==> config.mk <==
export PLATFORM = sky130hd
export DESIGN_NAME = hardware_software_sender
export DESIGN_NICKNAME = d
export VERILOG_FILES = /design/src/rtl/hs_comm_pkg.sv /design/src/rtl/hs_msg_fifo.sv /design/src/rtl/hardware_software_sender.sv
export SDC_FILE = /design/constraint.sdc
export NUM_CORES = 1
export LEC_CHECK = 0
export CAP_MARGIN = 15
export CORE_MARGIN = 2
export CORE_UTILIZATION = 43
export CTS_BUF_LIST = sky130_fd_sc_hd__clkbuf_16
export CTS_CLUSTER_SIZE = 40
export DETAILED_ROUTE_END_ITERATION = 6
export GPL_TIMING_DRIVEN = 0
export PLACE_DENSITY = 0.66
export SYNTH_ARGS = -nofsm -noshare
export SYNTH_HDL_FRONTEND = slang
export SYNTH_HIERARCHICAL = 1
export SYNTH_SLANG_ARGS = --single-unit
==> constraint.sdc <==
create_clock -name clk -period 3.2 [get_ports clk]
set_input_delay 0.64 -clock clk [delete_from_list [all_inputs] [get_ports clk]]
set_output_delay 0.64 -clock clk [all_outputs]
set_load 0.01 [all_outputs]
==> src/rtl/hs_comm_pkg.sv <==
// Shared types and handshake codes for the hardware-to-software message sender.
package hs_comm_pkg;

  typedef enum logic [1:0] {
    ST_IDLE    = 2'd0,
    ST_SEND    = 2'd1,
    ST_RELEASE = 2'd2
  } sender_state_e;

  localparam logic [1:0] SW_IDLE      = 2'd0;
  localparam logic [1:0] SW_MSG_AVAIL = 2'd1;
  localparam logic [1:0] SW_RELEASED  = 2'd3;

  localparam logic [1:0] HW_IDLE      = 2'd0;
  localparam logic [1:0] HW_READ_DONE = 2'd2;

  // Handshake code presented to software for a given sender state.
  function automatic logic [1:0] sw_code(input sender_state_e s);
    logic [1:0] code;
    code = SW_IDLE;
    case (s)
      ST_SEND:    code = SW_MSG_AVAIL;
      ST_RELEASE: code = SW_RELEASED;
      default:    code = SW_IDLE;
    endcase
    return code;
  endfunction

endpackage

==> src/rtl/hs_msg_fifo.sv <==
// Synchronous message FIFO; a push into a full FIFO succeeds only when paired
// with a pop in the same cycle.
module hs_msg_fifo #(
  parameter int unsigned DATA_W = 32,
  parameter int unsigned DEPTH  = 4
) (
  input  logic                     clk,
  input  logic                     rst_ni,
  input  logic                     push_i,
  input  logic                     pop_i,
  input  logic [DATA_W-1:0]        data_i,
  output logic [DATA_W-1:0]        head_o,
  output logic [$clog2(DEPTH):0]   count_o,
  output logic                     full_o,
  output logic                     empty_o
);

  localparam int unsigned AW = $clog2(DEPTH);
  localparam int unsigned CW = AW + 1;

  logic [DATA_W-1:0] mem_q [DEPTH];
  logic [AW-1:0]     wr_ptr_q;
  logic [AW-1:0]     rd_ptr_q;
  logic [CW-1:0]     count_q;
  logic [CW-1:0]     count_d;
  logic              do_push;
  logic              do_pop;

  assign full_o  = (count_q == CW'(DEPTH));
  assign empty_o = (count_q == '0);
  assign head_o  = mem_q[rd_ptr_q];
  assign count_o = count_q;

  assign do_pop  = pop_i && !empty_o;
  assign do_push = push_i && (!full_o || do_pop);

  always_comb begin
    count_d = count_q;
    case ({do_push, do_pop})
      2'b10:   count_d = count_q + CW'(1);
      2'b01:   count_d = count_q - CW'(1);
      default: count_d = count_q;
    endcase
  end

  // Pointers wrap naturally since DEPTH is a power of two.
  always_ff @(posedge clk) begin
    if (!rst_ni) begin
      wr_ptr_q <= '0;
      rd_ptr_q <= '0;
      count_q  <= '0;
    end else begin
      if (do_push) wr_ptr_q <= wr_ptr_q + AW'(1);
      if (do_pop)  rd_ptr_q <= rd_ptr_q + AW'(1);
      count_q <= count_d;
    end
  end

  always_ff @(posedge clk) begin
    if (do_push) mem_q[wr_ptr_q] <= data_i;
  end

endmodule

==> src/rtl/hardware_software_sender.sv <==
// Hands queued event words to the CPU one at a time over the sig/data PIO
// handshake, abandoning a message if software stalls too long.
module hardware_software_sender
  import hs_comm_pkg::*;
#(
  parameter int unsigned DATA_W      = 32,
  parameter int unsigned DEPTH       = 4,
  parameter int unsigned TIMEOUT_CYC = 50000
) (
  input  logic              clk,
  input  logic              reset,
  input  logic              msg_valid,
  input  logic [DATA_W-1:0] msg_data,
  output logic              msg_ready,
  input  logic [1:0]        to_hw_sig,
  output logic [1:0]        to_sw_sig,
  output logic [DATA_W-1:0] to_sw_data,
  input  logic              err_clr,
  output logic              busy,
  output logic              overflow,
  output logic              timeout_err
);

  localparam int unsigned TW = $clog2(TIMEOUT_CYC);

  sender_state_e       state_q;
  logic [TW-1:0]       timer_q;
  logic [1:0]          hw_meta_q;
  logic [1:0]          hw_sync_q;
  logic [1:0]          to_sw_sig_q;
  logic [DATA_W-1:0]   to_sw_data_q;
  logic                overflow_q;
  logic                timeout_err_q;

  logic [DATA_W-1:0]       fifo_head;
  logic [$clog2(DEPTH):0]  fifo_count;
  logic                    fifo_full;
  logic                    fifo_empty;

  logic start_c;
  logic release_c;
  logic done_c;
  logic expire_c;
  logic pop_c;
  logic push_c;
  logic timer_hit_c;

  hs_msg_fifo #(
    .DATA_W (DATA_W),
    .DEPTH  (DEPTH)
  ) u_fifo (
    .clk     (clk),
    .rst_ni  (reset),
    .push_i  (push_c),
    .pop_i   (pop_c),
    .data_i  (msg_data),
    .head_o  (fifo_head),
    .count_o (fifo_count),
    .full_o  (fifo_full),
    .empty_o (fifo_empty)
  );

  assign timer_hit_c = (timer_q == TW'(TIMEOUT_CYC - 1));

  // Transition decisions; the handshake wins over a coincident timeout.
  always_comb begin
    start_c   = 1'b0;
    release_c = 1'b0;
    done_c    = 1'b0;
    expire_c  = 1'b0;
    case (state_q)
      ST_IDLE: start_c = !fifo_empty && (hw_sync_q == HW_IDLE);
      ST_SEND: begin
        release_c = (hw_sync_q == HW_READ_DONE);
        expire_c  = !release_c && timer_hit_c;
      end
      ST_RELEASE: begin
        done_c   = (hw_sync_q == HW_IDLE);
        expire_c = !done_c && timer_hit_c;
      end
      default: ;
    endcase
    pop_c = (state_q == ST_SEND) && (release_c || expire_c);
  end

  assign msg_ready = !fifo_full || pop_c;
  assign push_c    = msg_valid && msg_ready;
  assign busy      = (state_q != ST_IDLE) || (fifo_count != '0);

  always_ff @(posedge clk) begin
    if (!reset) begin
      state_q       <= ST_IDLE;
      timer_q       <= '0;
      hw_meta_q     <= HW_IDLE;
      hw_sync_q     <= HW_IDLE;
      to_sw_sig_q   <= SW_IDLE;
      to_sw_data_q  <= '0;
      overflow_q    <= 1'b0;
      timeout_err_q <= 1'b0;
    end else begin
      hw_meta_q   <= to_hw_sig;
      hw_sync_q   <= hw_meta_q;
      to_sw_sig_q <= sw_code(state_q);
      case (state_q)
        ST_IDLE: begin
          timer_q <= '0;
          if (start_c) begin
            state_q      <= ST_SEND;
            to_sw_data_q <= fifo_head;
          end
        end
        ST_SEND: begin
          if (release_c) begin
            state_q <= ST_RELEASE;
            timer_q <= '0;
          end else if (expire_c) begin
            state_q <= ST_IDLE;
            timer_q <= '0;
          end else begin
            timer_q <= timer_q + TW'(1);
          end
        end
        ST_RELEASE: begin
          if (done_c || expire_c) begin
            state_q <= ST_IDLE;
            timer_q <= '0;
          end else begin
            timer_q <= timer_q + TW'(1);
          end
        end
        default: begin
          state_q <= ST_IDLE;
          timer_q <= '0;
        end
      endcase
      overflow_q    <= !err_clr && (overflow_q || (msg_valid && !msg_ready));
      timeout_err_q <= !err_clr && (timeout_err_q || expire_c);
    end
  end

  assign to_sw_sig   = to_sw_sig_q;
  assign to_sw_data  = to_sw_data_q;
  assign overflow    = overflow_q;
  assign timeout_err = timeout_err_q;

endmodule

Yosys cells after proc, flatten, opt, wreduce, memory -nomap -nowiden. Memory sizes are Yosys's and may differ from the RTL's. A register that Yosys moved wholly into a read port is not among the register bits. Index checks and enable logic that the tools add are counted.

Word-level logic and storage cells: 75. Register bits: 33. Input bits: 38. Memory bits (writable): 128. Memories kept: 1.

Eq/ne operators: 10. Add/sub/neg operators: 5. Mux-type cells: 17. Reductions and logical operators: 32.

Memories: u_fifo.mem_q (depth 4, bits a word 32, rd ports 1, clocked after memory_dff 1, write ports 1, line hs_msg_fifo.sv:21) `logic [DATA_W-1:0] mem_q [DEPTH];`.

Operator list (count): two-way mux 16 bit (3); case mux 16 bit (2 select lines) (1); adder 16 x 1 -> 16 bit (second input constant) (1); == test 16 bit (second input constant) (1); logical AND 1 bit (10); two-way mux 2 bit (4); logical NOT 1 bit (7); logical OR 1 bit (7); == test 2 bit (second input constant) (3); case mux 2 bit (3 select lines) (1); case mux 3 bit (2 select lines) (1); two-way mux 1 bit (5); adder 2 x 1 -> 2 bit (second input constant) (2); == test 2 x 1 -> 1 bit (second input constant) (2); logical NOT 2 bit (2); inequality test 2 bit (second input constant) (2); case mux 2 bit (2 select lines) (1); nonzero test 2 bit (2); adder 3 x 1 -> 3 bit (second input constant) (1); == test 3 bit (second input constant) (1); logical NOT 3 bit (1); inequality test 3 bit (second input constant) (1); AND reduction 3 bit (1); nonzero test 3 bit (1); other kinds (3) (3).

Logic depth before layout (Yosys ltp). Gate-level depths: netlist (run 1).

Word-level depth: 11. Depth in mapped cells: 13. Depth with buffers taken out: 12.

Modules after synthesis. Netlist (run 1), hierarchy kept.

Modules (own cells, without submodules): hs_msg_fifo (sequential area each 4023.9 um2, area each 5147.4 um2, times used 1, cells each 227); hardware_software_sender (sequential area each 1161.1 um2, area each 2348.5 um2, times used 1, cells each 268).

Worst setup path before layout (run 1). No wires, ideal clock.

Path type: register to register. Start point: register state_q[0]. End point: memory u_fifo.mem_q[0][0] (enable). Period minus slack after synthesis: 3.526 ns. Data required time: 2.808 ns. Stages on the path, launching flop included: 10. Path slack: -0.326 ns. Path buffers: 0. Arrival: 3.134 ns. Library setup time: 0.392 ns. Cell sequence: dfxtp_1 -> inv_1 -> ha_1 -> xnor2_1 -> o2111ai_1 -> or4_4 -> a21boi_0 -> nor4b_2 -> and2b_4 -> and2_1.

Cells in the longest elaborated chain, start to end: 9. Elaborated cells on any way between the ends: 13. Classes of those cells: eq/ne (2); mux (4); reduce/logical (7).

RTL lines: from (decl) (line hardware_software_sender.sv:26) `sender_state_e state_q;`; from (signal assigned) (line hardware_software_sender.sv:92) `state_q <= ST_IDLE;`; from (signal assigned) (line hardware_software_sender.sv:108) `state_q <= ST_SEND;`; from (signal assigned) (line hardware_software_sender.sv:114) `state_q <= ST_RELEASE;`; == test 2 bit or == test 2 x 1 -> 1 bit (tied branches) (line hardware_software_sender.sv:71, hardware_software_sender.sv:83); case mux 1 bit (2 select lines) or two-way mux 1 bit (tied branches) (line hardware_software_sender.sv:71) `case (state_q)`; logical OR 1 bit (line hardware_software_sender.sv:83) `pop_c = (state_q == ST_SEND) && (release_c || expire_c);`; logical AND 1 bit (*) (line hardware_software_sender.sv:83); via pop_c (line hardware_software_sender.sv:44) `logic pop_c;`; logical OR 1 bit or logical AND 1 bit (tied branches) (line hardware_software_sender.sv:86, hs_msg_fifo.sv:34); logical AND 1 bit or logical OR 1 bit (tied branches) (line hardware_software_sender.sv:87, hs_msg_fifo.sv:35); logical AND 1 bit (*) (line hs_msg_fifo.sv:35) `assign do_push = push_i && (!full_o || do_pop);`; two-way mux 1 bit (*) (line hs_msg_fifo.sv:60) `if (do_push) mem_q[wr_ptr_q] <= data_i;`; two-way mux 1 bit (not written as such) (*) (line hs_msg_fifo.sv:60); to (decl) (line hs_msg_fifo.sv:21).

The timed path passes the listed nets; every way through them passes the cells marked *.

Worst setup path after layout (run 1).
Start point: register timer_q[11]. End point: output msg_ready.

Cells in the longest elaborated chain, start to end: 6. Elaborated cells on any way between the ends: 7. Classes of those cells: eq/ne (1); mux (1); reduce/logical (5).

RTL lines: from (decl) (line hardware_software_sender.sv:27) `logic [TW-1:0] timer_q;`; from (signal assigned) (line hardware_software_sender.sv:120) `timer_q <= timer_q + TW'(1);`; from (signal assigned) (line hardware_software_sender.sv:128) `timer_q <= timer_q + TW'(1);`; == test 16 bit (*) (line hardware_software_sender.sv:63) `assign timer_hit_c = (timer_q == TW'(TIMEOUT_CYC - 1));`; logical AND 1 bit, on equally long branches (line hardware_software_sender.sv:79, hardware_software_sender.sv:75); case mux 1 bit (2 select lines) (*) (line hardware_software_sender.sv:71); logical OR 1 bit (*) (line hardware_software_sender.sv:83); logical AND 1 bit (*) (line hardware_software_sender.sv:83); logical OR 1 bit (*) (line hardware_software_sender.sv:86) `assign msg_ready = !fifo_full || pop_c;`; to (decl) (line hardware_software_sender.sv:14) `output logic msg_ready,`.

Mark *: on every way between the ends. The rest lies on a longest branch, timed or not.

==> results.toml, run 1 <==
[critical_path]
cp_top_family = "simple AND/OR/NAND/NOR gates"
cp-startpoint = "timer_q[11]"
worst-path-buf-inv = 1
r2r_setup_slack_ps = 90
max_stage_delay_ps = 560
crit_arrival_ps = 2470
crit_chain = "or4b_4 > nor4_4 > a21o_2 > clkdlybuf4s50_1"
worstPathRequired_ps = 2560
worstReg2RegStart = "timer_q[11]"
timing.rr.end = "u_fifo/count_o[2]"
critical_path.max_fanout = 5
reg2regPathDepth = 9
critPathLaunchType = "flip-flop"
cp_slowest_cell = "or4b_4"
end_kind = "primary output"
crit_type = "flip-flop to primary output"

[yosys]
ys_seq_elements = 195
async_reset_ff_frac = 0
netlist_instances = 495
syn_area_sq_mm = 0.00750
yosysSeqAreaShare = 0.692
synth.avg_cell_area_sq_um = 15.1
ys.warnings.count = 6
synth_cell_type_count = 49
synth_edf_count = 128
synthFlopType = "edfxtp_1"
syn_nets = 543

[pwr]
combPwrFrac = 0.066
p_sw_frac = 0.222
p_sw_mw = 1.18
seqPwrFrac = 0.532
power_frac_clock = 0.402
p_int_mw = 4.14
peakVddDrop_mv = 0.407
p_total_mw = 5.32
p_leak_nw = 2.97
powerDensity_mw_per_mm2 = 578

[cells_and_area]
area_growth_pct = 23.0
fill_cells = 1413
nets = 640
antennaDiodeCount = 0
ff_latch_area_sq_mm = 0.00519
drive_above_1_share = 0.160
final_util = 0.537
final_common_cell = "edfxtp_1"
layout_common_cells = "edfxtp_1, nand2_1, clkdlybuf4s50_1, dfxtp_1"
stdcell_area_sq_mm = 0.00922
multi_input_area_sq_mm = 0.00224
fin_cells = 830

[floorplan]
die_width_microns = 136
row_count = 48
core_sq_mm = 0.0172
io-pin-count = 76
dieArea_sq_mm = 0.0185
die_y_microns = 136
initial_core_util = 0.436

[placement]
dp_slack_ps = -397
portBuffers = 75
dpl.hpwl_microns = 9400
post-place-cells = 795
placedInstanceArea_sq_mm = 0.00854
gp_congestion = 0.743

[detailed_routing]
vias = 4289
first_pass_iters = 5
viasPerCell = 5.17
drtIter0Drc = 282
drc = 0
wirelength_microns = 14900
ant_nets = 0
wl_per_cell_microns = 17.9

[min_path]
hold-path-cell-count = 1
worstHoldStart = "hw_meta_q[1]"
hp-class = "flip-flop to flip-flop"
holdPathEnd = "hw_sync_q[1]"

[clock_network]
clock-sinks = 195
path_clk_slew_ps = 70
cts_htree_levels = 4
root_buffer = "clkbuf_16"
numCtsBuffers = 17
cts_tree = "done"
insertion_delay_ps = 440
cts_max_path_buffers = 2
holdBufCountCts = 0

[sta]
setup_viol = 0
hold_violations = 0
min_period_ps = 3110
fin_setup_tns_ps = 0
maxSlewHeadroom = 0.520
worst_slew_pin_slew_ps = 720
fmax_mhz = 322
worst_slack_ps = 91.3
drv_slew = 0
finalClockSkew_ps = 12.3
post-route-period-util = 0.971
whs_ps = 444

[grt]
grt_use_total = 0.174
grt_pass1_wl_microns = 23600
grt.overflow.total = 0
grt_max_degree = 33
grt_pass1_vias = 4568
antenna_found_initial = 1

[run_status]
status = "complete, no violations"

[flow_run]
drv_cap = 0
[cell type report]
| type | instances | share of cell area |
|---|---|---|
| plain buffers | 21 | 0.0111 |
| clock buffers | 17 | 0.0462 |
| clock inverters | 15 | 0.0190 |
| inverters | 8 | 0.00326 |
| multi-input cells | 271 | 0.243 |
| flip-flops and latches | 195 | 0.563 |
| well taps | 225 | 0.0305 |
| repair buffers | 78 | 0.0839 |
[synthesized netlist by cell type, types with 2 or more instances]
library cell / instances / share of area
a21boi_0: 33 / 0.033
a21oi_1: 4 / 0.0027
and2_1: 17 / 0.014
buf_1: 3 / 0.0015
buf_2: 4 / 0.0027
buf_6: 2 / 0.0030
clkbuf_1: 11 / 0.0055
dfxtp_1: 67 / 0.18
edfxtp_1: 128 / 0.51
ha_1: 9 / 0.015
inv_1: 8 / 0.0040
mux2i_1: 2 / 0.0027
mux4_2: 32 / 0.096
nand2_1: 79 / 0.040
nand2b_1: 2 / 0.0017
nand3_1: 5 / 0.0033
nand3b_1: 3 / 0.0030
nand4_1: 4 / 0.0033
nor2_1: 26 / 0.013
nor2b_1: 3 / 0.0025
nor3_1: 5 / 0.0033
nor4b_2: 2 / 0.0040
o21ai_0: 3 / 0.0020
xnor2_1: 11 / 0.013
xor2_1: 8 / 0.0093
[flip-flops by register name, summed over array words and instances (netlist names), named ones only]
| register | cells |
|---|---|
| u_fifo/mem_q | 128 |
| to_sw_data | 32 |
| timer_q | 16 |
| u_fifo/count_o | 3 |
| hw_meta_q | 2 |
| hw_sync_q | 2 |
| state_q | 2 |
| to_sw_sig | 2 |
| u_fifo/rd_ptr_q | 2 |
| u_fifo/wr_ptr_q | 2 |
| overflow | 1 |
| timeout_err | 1 |
[cells by family after synthesis]
logic type	share of synthesized area
flops	0.692
simple gates	0.102
compound gates	0.0497
mux	0.0988
buf+inv	0.0177
xor+xnor	0.0222
fa+ha+maj	0.0177
[how the worst max path moves through the flow]
stage                                to  slack (ps)  depth (start not counted)
global placement    u_fifo/mem_q[2][30]        -370                         10
global route          u_fifo/count_o[2]         -10                         12
floorplan             u_fifo/count_o[2]          10                         12
finish                        msg_ready          90                          4
CTS                   u_fifo/count_o[2]           8                         12
detailed placement  u_fifo/mem_q[2][25]        -400                         10
[per-layer routing]
metal | track usage | share of wire
met1 | 0.204 | 0.41
met2 | 0.305 | 0.53
met3 | 0.0496 | 0.051
met4 | 0.0590 | 0.014
met5 | 0 | 0.00087
[power by group through the flow]
stage               logic, mW  clock network (mW)  registers (mW)
finish                  0.349                2.14            2.83
global route            0.383                2.29            2.84
CTS                     0.355                2.19            2.83
detailed placement      0.350                   0            2.89
global placement        0.342                   0            2.88
floorplan               0.165                   0            2.89
[timing repair]
action                     4_1_cts  5_1_grt
resized for setup                7        7
buffers inserted                 3        0
setup endpoints to repair      131      131
pin swaps                        3        0
Power figures use the tool's default switching activity.
==> run 2, diff against run 1 <==
- SYNTH_HIERARCHICAL: 1 -> unset
==> run 2 against run 1 <==
Net effect:
- global-route usage fell by 0.27 points
- die area fell by 1.8%
- critical endpoint unchanged
- clock skew rose by 1.2 ps
- largest cell class unchanged
- sequential power barely moved
- synthesized area fell by 1.9%
- utilization rose by 1.5 points
- critical path type unchanged
==> results.toml, run 2 <==
[run_status]
status = "complete, no violations"

[yosys]
yosys-top-cells-area = "edfxtp_1, dfxtp_1, mux4_2, nand2_1, a21oi_1"
synthFlopType = "edfxtp_1"
synth.avg_cell_area_sq_um = 14.8
synth_cell_type_count = 45
synth_top_area_frac = 0.523
yosysMostFrequentCell = "edfxtp_1"
syn_area_sq_mm = 0.00735
netlist_instances = 497
async_reset_ff_frac = 0
synth_commonest_cells = "edfxtp_1, nand2_1, dfxtp_1"
ys.warnings.count = 0
ys_seq_elements = 193
syn_nets = 546
yosysSeqAreaShare = 0.700
synth_area_leader_cell = "edfxtp_1"
synth_edf_count = 128

[clock_network]
cts_max_path_buffers = 2
cts_htree_levels = 4
holdBufCountCts = 0
path_clk_slew_ps = 70
insertion_delay_ps = 440
clock-sinks = 193
numCtsBuffers = 17
root_buffer = "clkbuf_16"
cts_tree = "done"

[floorplan]
die_y_microns = 135
row_count = 47
core_sq_mm = 0.0166
initial_core_util = 0.442
io-pin-count = 76
dieArea_sq_mm = 0.0182
die_width_microns = 135

[critical_path]
critPathLaunchType = "flip-flop"
reg2regPathDepth = 12
end_kind = "primary output"
critical_path.max_fanout = 5
worstReg2RegStart = "state_q[0]"
crit_arrival_ps = 2430
worstPathRequired_ps = 2560
r2r_setup_slack_ps = 250
crit_type = "flip-flop to primary output"
timing.rr.end = "u_fifo.count_o[2]"

[cells_and_area]
area_growth_pct = 24.7
layout_common_cells = "edfxtp_1, clkdlybuf4s50_1, nand2_1, dfxtp_1, a21oi_1"
largest_register_ffs = 128
nets = 645
fin_cells = 829
stdcell_area_sq_mm = 0.00917
drive_above_1_share = 0.149
final_common_cell = "edfxtp_1"
antennaDiodeCount = 0
final_util = 0.551
largest-register = "u_fifo.mem_q"

[min_path]
worstHoldStart = "hw_meta_q[0]"
holdPathEnd = "hw_sync_q[0]"
hold-path-cell-count = 1
hp-class = "flip-flop to flip-flop"

[pwr]
p_leak_nw = 2.98
peakVddDrop_mv = 0.513
powerDensity_mw_per_mm2 = 599

[detailed_routing]
drtIter0Drc = 267
drc = 0
ant_nets = 0
wl_per_cell_microns = 17.7
first_pass_iters = 4
viasPerCell = 5.23
vias = 4336
wirelength_microns = 14700

[placement]
gp_congestion = 0.757
placedInstanceArea_sq_mm = 0.00852
dp_slack_ps = 73.7
dpl.hpwl_microns = 9790
post-place-cells = 796
portBuffers = 75

[grt]
grt_pass1_vias = 4507
grt_use_total = 0.171
grt_pass1_wl_microns = 23300
grt_max_degree = 19
grt.overflow.total = 0
antenna_found_initial = 0

[sta]
drv_slew = 0
worst_slew_pin_slew_ps = 661
post-route-period-util = 0.959
setup_viol = 0
maxSlewHeadroom = 0.559
worst_slack_ps = 131
fin_setup_tns_ps = 0
hold_violations = 0
min_period_ps = 3070
rsz0062_at_grt = "false"
fmax_mhz = 326
finalClockSkew_ps = 13.5

[flow_run]
drv_cap = 0
[run 2: changes by cell type after synthesis, sizes merged, moves of 4 or more]
cell / delta
a21oi: +32
a21boi: -34
and2: -7
nand2: -5
inv: +4
[run 2: routing by layer]
| metal | track usage | vias to the layer above | routed length (microns) |
|---|---|---|---|
| met5 | 0 | - | 0 |
| met4 | 0.0766 | 0 | 298 |
| met3 | 0.0514 | 25 | 800 |
| met2 | 0.276 | 93 | 7370 |
| met1 | 0.214 | 2197 | 6200 |
| li1 | - | 2021 | - |
[run 2: logic make-up (layout without fill, tap and decap cells)]
kind of cell               Yosys count  in the layout  share of synthesized area
xor gates and xnor gates            18             18                     0.0214
adders and majority gates           11             11                     0.0197
muxes                               33             33                     0.0995
and+or+nand+nor                    150            150                     0.0954
buffers and inverters               37            149                     0.0213
AOI/OAI and AO/OA                   55             55                     0.0430
DFF                                193            193                      0.700
[run 2: final cells by class]
type | count | area [sq um]
inverters | 12 | 45.0
well taps | 220 | 275
repair buffers | 80 | 868
flip-flops and latches | 193 | 5140
multi-input cells | 267 | 2130
clock inverters | 15 | 174
plain buffers | 25 | 114
fillers | 1309 | 7470
clock buffers | 17 | 425
[run 2: worst max path at each step]
| stage | start | endpoint | slack (ps) | cells after the start |
|---|---|---|---|---|
| final | timer_q[0] | msg_ready | 130 | 7 |
| after global routing | timer_q[5] | msg_ready | 20 | 6 |
| after CTS | state_q[0] | msg_ready | 10 | 7 |
| after detailed placement | msg_valid | u_fifo.count_o[2] | 70 | 11 |
| after global placement | msg_valid | u_fifo.mem_q[2][12] | -1690 | 6 |
| after floorplan | state_q[1] | u_fifo.mem_q[0][0] | 20 | 7 |
[run 2: repair_timing]
action                                  CTS  global route
setup buffers                             0             1
resized for setup                         1             8
endpoints found under the setup margin    1             3
pin swaps                                 0             2
[run 2: stage by stage]
| stage | total power, mW | hold slack (ps) |
|---|---|---|
| 6_report | 5.49 | 438 |
| 3_3_place_gp | 3.38 | 424 |
| 4_1_cts | 5.54 | 444 |
| 2_1_floorplan | 3.14 | 412 |
| 5_1_grt | 5.69 | 463 |
| 3_5_place_dp | 3.42 | 428 |
[run 2: where the power goes]
| part | switching [mW] | internal (mW) | leakage (nW) |
|---|---|---|---|
| logic | 0.275 | 0.244 | 0.990 |
| clock network | 0.961 | 1.17 | 0.285 |
| registers | 0.0483 | 2.79 | 1.70 |
| total | 1.28 | 4.21 | 2.98 |
[run 2: critical path, stage by stage (launching register included)]
cell and delay, ps:
dfxtp_1 380, ha_1 190, and3_1 160, buf_2 160, nand2_1 120, nor3_2 260, a21o_1 180, clkdlybuf4s50_1 540
